==> src/rtl/store_buffer.sv <==
// In-order store buffer between the core write stage and data memory.
// Queues core stores in a circular FIFO, drains them over a valid/ready channel, and forwards buffered data to loads.
module store_buffer #(
    parameter int DEPTH = 4,
    parameter int PTR_W = 2
) (
    input  logic             clk,
    input  logic             reset,
    input  logic [31:0]      dmem_addr,
    input  logic             write_enable,
    input  logic [31:0]      write_mem_data,
    output logic [31:0]      dmem_data,
    output logic [31:0]      mem_raddr,
    input  logic [31:0]      mem_rdata,
    output logic             mem_wvalid,
    input  logic             mem_wready,
    output logic [31:0]      mem_waddr,
    output logic [31:0]      mem_wdata,
    output logic [PTR_W:0]   sb_count,
    output logic             sb_empty,
    output logic             sb_overflow
);

    logic [31:0]      addr_q [DEPTH];
    logic [31:0]      data_q [DEPTH];
    logic [DEPTH-1:0] valid;
    logic [PTR_W-1:0] head;
    logic [PTR_W-1:0] tail;
    logic [PTR_W:0]   count;
    logic             overflow;
    logic             full;
    logic             push;
    logic             pop;

    assign full  = (count == (PTR_W+1)'(DEPTH));
    assign pop   = mem_wvalid && mem_wready;
    // A full buffer still accepts a store when the head drains on the same edge.
    assign push  = write_enable && (!full || pop);

    assign mem_wvalid  = (count != '0);
    assign mem_waddr   = addr_q[head];
    assign mem_wdata   = data_q[head];
    assign mem_raddr   = dmem_addr;
    assign sb_count    = count;
    assign sb_empty    = (count == '0);
    assign sb_overflow = overflow;

    // Walk from oldest to youngest so the last match (youngest) wins.
    always_comb begin
        logic [PTR_W-1:0] idx;
        idx       = '0;
        dmem_data = mem_rdata;
        for (int i = 0; i < DEPTH; i++) begin
            idx = head + PTR_W'(i);
            if (valid[idx] && (addr_q[idx][31:2] == dmem_addr[31:2])) begin
                dmem_data = data_q[idx];
            end
        end
    end

    always_ff @(posedge clk) begin
        if (reset) begin
            head     <= '0;
            tail     <= '0;
            count    <= '0;
            valid    <= '0;
            overflow <= 1'b0;
        end else begin
            if (pop) begin
                valid[head] <= 1'b0;
                head        <= head + PTR_W'(1);
            end
            // When full with push and pop, tail == head and this set overrides the clear above.
            if (push) begin
                valid[tail] <= 1'b1;
                tail        <= tail + PTR_W'(1);
            end
            unique case ({push, pop})
                2'b10:   count <= count + (PTR_W+1)'(1);
                2'b01:   count <= count - (PTR_W+1)'(1);
                default: count <= count;
            endcase
            if (write_enable && full && !pop) begin
                overflow <= 1'b1;
            end
        end
    end

    always_ff @(posedge clk) begin
        if (push) begin
            addr_q[tail] <= dmem_addr;
            data_q[tail] <= write_mem_data;
        end
    end

endmodule

==> config.mk <==
export PLATFORM = sky130hd
export DESIGN_NAME = store_buffer
export DESIGN_NICKNAME = d
export VERILOG_FILES = /design/src/rtl/store_buffer.sv
export SDC_FILE = /design/constraint.sdc
export NUM_CORES = 1
export LEC_CHECK = 0
export ABC_AREA = 1
export CORE_MARGIN = 4
export CORE_UTILIZATION = 58
export CTS_CLUSTER_DIAMETER = 60
export DETAILED_ROUTE_END_ITERATION = 12
export PLACE_DENSITY_LB_ADDON = 0.15
export SLEW_MARGIN = 20
export SYNTH_ARGS = -nofsm -noshare
export SYNTH_HDL_FRONTEND = slang
export SYNTH_SLANG_ARGS = --single-unit
==> constraint.sdc <==
create_clock -name clk -period 5.1 [get_ports clk]
set_input_delay 1.02 -clock clk [delete_from_list [all_inputs] [get_ports clk]]
set_output_delay 1.02 -clock clk [all_outputs]
set_load 0.02 [all_outputs]
### Word level (Yosys, flattened, before mapping)

Memory sizes are Yosys's and may differ from the RTL's. A register that Yosys moved wholly into a read port is not among the register bits.
Cells that the tools add are included.

* reduce and logical (&&, ||, !) cells: 16
* magnitude comparators: 7
* eq/ne operators: 7
* $add $sub $neg: 6
* mux-type cells: 26
* bitwise operators: 3

Operators by type and width (count)
* 2-to-1 mux 32 bit: 4
* equality test 30 bit: 4
* less-than comparator 2 x 3 -> 1 bit, second input constant: 5
* 2-to-1 mux 4 bit: 3
* logical AND 1 bit: 10
* binary-select mux 1 bit (select 2 bit): 4
* 2-to-1 mux 1 bit: 8
* 2-to-1 mux 2 bit: 4
* case mux 3 bit (2 select lines): 1
* adder 2 x 1 -> 2 bit, second input constant: 2
* adder 2 bit, second input constant: 2
* AND 4 bit: 1
* demux 1 bit (select 2 bit): 2
* greater-or-equal comparator 2 x 1 -> 1 bit, second input constant: 2
* inverter 4 bit: 1
* bitwise OR 4 bit: 1
* adder 3 x 1 -> 3 bit, second input constant: 1
* equality test 3 bit, second input constant: 1
* logical NOT 3 bit: 1
* nonzero test 3 bit: 1
* subtractor 3 x 1 -> 3 bit, second input constant: 1
* equality test 2 x 1 -> 1 bit, second input constant: 1
* equality test 2 bit, second input constant: 1
* logical NOT 1 bit: 2
* other kinds (2): 2

* register bits after elaboration: 12
* bits of input ports: 100
* output and inout bits: 134
* bits in writable memories: 256
* memories kept: 2

Memory list
* addr_q: depth 4, bits a word 32, read ports 4, clocked after Yosys merged registers in 1, wr ports 1, RTL line 24 `logic [31:0] addr_q [DEPTH];`
* data_q: depth 4, bits a word 32, read ports 4, clocked after Yosys merged registers in 1, wr ports 1, RTL line 25 `logic [31:0] data_q [DEPTH];`

### Depth between registers and ports, before layout

* word-level depth: 10
* mapped depth: 23

### Worst setup path before layout

OpenSTA, ideal clock, no wires.

* kind: reg-to-output
* start point: register head[1]
* end point: output dmem_data[0]
* data arrival time: 3.009 ns
* path slack: 1.071 ns
* path buffers: 4
* stages on the path, launching flop included: 18
* data required time: 4.080 ns
* path through: dfxtp_1 inv_2 buf_1 buf_1 ha_1 inv_2 clkbuf_1 nand3_1 nand3_1 nand2_1 nor3_1 nand2_1 nor2_1 nand2_1 nor2_8 buf_6 o211ai_1 nand2_1

* longest elaborated chain between the ends: 7

RTL lines
* start: declaration: RTL line 27 `logic [PTR_W-1:0] head;`
* start signal: assignment: RTL line 71 `head <= head + PTR_W'(1);`
* adder 2 x 1 -> 2 bit / binary-select mux 1 bit (select 2 bit) (equally long branches): RTL line 54, 55
* memory read (4 x 32 bit) (tied with other cells)
* equality test 30 bit (tied with other cells): RTL line 55 `if (valid[idx] && (addr_q[idx][31:2] == dmem_addr[31:2])) begin`
* logical AND 1 bit / 2-to-1 mux 32 bit (equally long branches): RTL line 55
* 2-to-1 mux 32 bit (2 in series): RTL line 55
* 2-to-1 mux 32 bit *: RTL line 55
* end: declaration: RTL line 12 `output logic [31:0] dmem_data,`

Mark *: on every way between the ends. The rest lies on a longest branch, timed or not. The select of a mux whose other input is x is not followed.

### Worst setup path after layout

* start point: register head[0]
* end point: output dmem_data[30]

Same word-level chain as after synthesis.

==> flow_metrics.py <==
metrics = {
    "synthesis": {
        "yosys_warnings": 0,
        "syn-mean-instance-area_um2": 6.76,
        "synth_area_leaders": "sky130_fd_sc_hd__edfxtp_1, sky130_fd_sc_hd__nand2_1, sky130_fd_sc_hd__nand3_1",
        "synth_commonest_cells": "sky130_fd_sc_hd__nand2_1, sky130_fd_sc_hd__nand3_1, sky130_fd_sc_hd__inv_1",
        "postSynthNetCount": 3061,
        "share_of_flip_flops_with_an_asynchronous_set_or_reset_after_synthesis_pct": 0,
        "synth_area_um2": 20000,
        "yosysUniqueCellTypes": 35,
        "yosys.area.top_type": "sky130_fd_sc_hd__edfxtp_1",
        "postSynthCellCount": 2951,
        "synth_edf_count": 256,
        "seq_area_frac_synth_pct": 39.9,
        "synth.top_cell.area_share_pct": 38.5,
        "synth_seq_cells": 270,
        "post-synth-top-count-cell": "sky130_fd_sc_hd__nand2_1",
        "synth-main-ff-cell": "sky130_fd_sc_hd__edfxtp_1",
    },
    "sta": {
        "max_slew_margin_pct": 36.1,
        "setup_ws_ns": 0.251,
        "worst_max_slew_pin_slew_ns": 0.958,
        "final.setup.tns_ns": 0,
        "hold_viol_final": 0,
        "finalCritPeriodShare_pct": 95.1,
        "worst_clock_skew_ns": 0.0201,
        "final_period_demand_of_the_worst_path_ns": 4.85,
        "final-setup-viol-count": 0,
        "fmax_mhz": 206,
        "rsz0062_at_grt": "false",
        "timing_max_transition_violations_final": 0,
    },
    "worst_setup_path": {
        "critical_path.endpoint_type": "primary output",
        "timing.critical_path.cells": "inv_4 > ha_4 > inv_4 > buf_4 > nand3_1 > nand2_1 > xor2_1 > buf_4 > nand4_1 > nor2_4 > nand2_1 > nor2_8 > buf_6 > o211ai_1 > nand2_1 > dlygate4sd2_1",
        "worst-setup-path-type": "flop to primary output",
        "worst_ep_arrival_time_ns": 3.83,
        "maximum_fanout_encountered_on_the_critical_timing_path": 16,
        "setup.worst_path.start_class": "flop",
        "critical-path-max-stage-delay_ns": 0.40,
        "crit_path_top_delay_cell": "sky130_fd_sc_hd__dfxtp_4",
        "worstPathRequired_ns": 4.08,
        "critical_path.most_common_cell": "sky130_fd_sc_hd__nand2_1",
    },
    "power_and_ir_drop": {
        "p_leak_nw": 11.1,
        "power.density_nw_per_um2": 502,
        "max-vdd-ir-drop_v": 0.000395,
    },
    "cells_and_area": {
        "synthToLayoutAreaGrowth_pct": 19.4,
        "fillerInstances": 2789,
        "layout.nets": 3202,
        "fin_util_pct": 70.7,
        "fin_area_um2": 23800,
        "post_route_cells_drive_above_1_share_pct": 4.94,
    },
    "route": {
        "initialDrtViolationCount": 2354,
        "viasPerCell": 5.96,
        "drc": 0,
        "route.vias.total": 21300,
        "route.final.wire_length_um": 67900,
        "first_pass_iters": 6,
        "drt.antenna.violating_nets": 0,
        "wl_per_cell_um": 19.0,
    },
    "placement": {
        "io_buffer_count": 233,
        "detailed_place_hpwl_um": 43500,
        "place.gp.congestion": 0.972,
        "pre_cts_ws_ns": 0.107,
        "dpl_cell_area_um2": 22400,
    },
    "floorplan": {
        "placeableCoreArea_um2": 33700,
        "die_height_um": 193,
        "initial_core_util_pct": 59.2,
        "io_pins": 234,
        "chipWidth_um": 193,
        "dieArea_um2": 37400,
        "row_count": 67,
    },
    "cts": {
        "path_clk_slew_ns": 0.06,
        "clockRootBuffer": "sky130_fd_sc_hd__clkbuf_16",
        "clock_tree_from_tritoncts": "done",
        "numCtsBuffers": 36,
        "insertion_delay_ns": 0.55,
        "clock-sinks": 270,
        "ctsLongestPathBuffers": 3,
        "cts-htree-levels": 2,
    },
    "flow_run": {
        "max_cap_viol_count": 0,
    },
    "global_route": {
        "grt_start_max_net_pins": 163,
        "grt_first_pass_wirelength_um": 105000,
        "vias_in_the_first_global_route": 20100,
        "grt.busiest_layer": "met2",
        "gr-usage-met1_pct": 45.5,
        "grt.met3_usage_pct": 7.90,
        "initial_antenna_violation_count": 2,
        "globalRouteMet2Util_pct": 54.6,
        "grt_remaining_overflow": 0,
        "grt_util_all_layers_pct": 34.3,
    },
    "hold_path": {
        "worstHoldPathType": "flop to flop",
    },
    "outcome": {
        "outcome": "finished, final reports clean",
    },
}
per-layer routing:
metal  vias to the layer above  wire (um)
li1                       9956          -
met3                       230       8720
met5                         -          9
met4                         2       2650
met2                      1437      30400
met1                      9654      26100
cell families after synthesis:
kind of cell,after synthesis,share of synthesized area (%)
AO/OA/AOI/OAI,400,11.2
XOR/XNOR,12,0.527
adder cells (fa/ha/maj),10,0.665
buffers and inverters,519,11.6
flip-flops,270,39.9
AND/OR/NAND/NOR,1740,36.1
where the power goes:
group | internal [mW] | switching, mW
clock network | 1.46 | 1.03
registers | 2.61 | 0.0995
logic | 2.23 | 4.52
registers in the layout (all words and copies together), names as in the netlist, named ones only:
| register | flops |
|---|---|
| head | 2 |
| addr_q | 128 |
| tail | 2 |
| data_q | 128 |
| sb_count | 3 |
| valid | 4 |
| sb_overflow | 1 |
timing repair:
item | 4_1_cts | 5_1_grt
pin swaps | 1 | 0
gates resized for setup | 10 | 41
hold buffers | 0 | 0
endpoints found under the setup margin | 32 | 29
cloned | 1 | 2
setup buffers | 4 | 0
per-stage QoR:
| stage | instances | hold slack (ns) | power, mW |
|---|---|---|---|
| final | 3568 | 0.471 | 12.0 |
| after global routing | 3568 | 0.506 | 12.7 |
| after CTS | 3565 | 0.481 | 11.7 |
| after detailed placement | 3495 | 0.463 | 9.13 |
| after global placement | 3495 | 0.442 | 8.99 |
| after floorplan | 2951 | 0.452 | 7.04 |
final timing paths:
check / from / end / slack (ns) / cells past startpoint
max: head[0]$_SDFFE_PP0N_ / dmem_data[30] / 0.25 / 16
max reg2reg: sb_count[1]$_SDFFE_PP0P_ / sb_count[2]$_SDFFE_PP0P_ / 2.66 / 11
min: sb_overflow$_SDFFE_PP0P_ / sb_overflow$_SDFFE_PP0P_ / 0.47 / 2
min reg2reg: sb_overflow$_SDFFE_PP0P_ / sb_overflow$_SDFFE_PP0P_ / 0.47 / 2
layout by cell type, fill, tap and decap left out, drive strengths merged:
cell type      instances
buf                   70
and3                   1
bufbuf                 1
bufinv                 2
o21a                   2
xor2                  12
clkbuf                46
o22ai                  4
clkinv                13
clkinvlp               2
o21ai                173
dfxtp                 14
dlygate4sd2            4
nand2               1140
o21bai                 1
a32oi                 32
a21o                   1
nand3                447
clkdlybuf4s50        200
nor3                   7
o211ai                33
fa                     1
diode                  1
nand4                 19
nand3b                 2
dlymetal6s2s          29
edfxtp               256
ha                     9
a211oi                 3
inv                  320
nor2                 121
a21oi                151
and2                   3
worst max-delay path, delay by kind of cell, from the launching register on:
| kind | cells | cell delay, ns |
|---|---|---|
| adder cells (fa/ha/maj) | 1 | 0.27 |
| AND/OR/NAND/NOR | 7 | 1.01 |
| XOR/XNOR | 1 | 0.25 |
| flip-flops | 1 | 0.40 |
| buffers and inverters | 6 | 1.20 |
| AO/OA/AOI/OAI | 1 | 0.13 |
cell type report:
| class | instances | area [um2] | share of cell area [%] |
|---|---|---|---|
| multi-input cells | 2162 | 9700 | 40.7 |
| flip-flops and latches | 270 | 7980 | 33.5 |
| repair buffers | 306 | 3230 | 13.6 |
| inverters | 316 | 1200 | 5.03 |
| clock buffers | 44 | 961 | 4.03 |
| well taps | 448 | 561 | 2.35 |
| clock inverters | 21 | 200 | 0.840 |
| diodes | 1 | 2.50 | 0.0105 |
No activity file was read; power rests on OpenSTA's default activity.
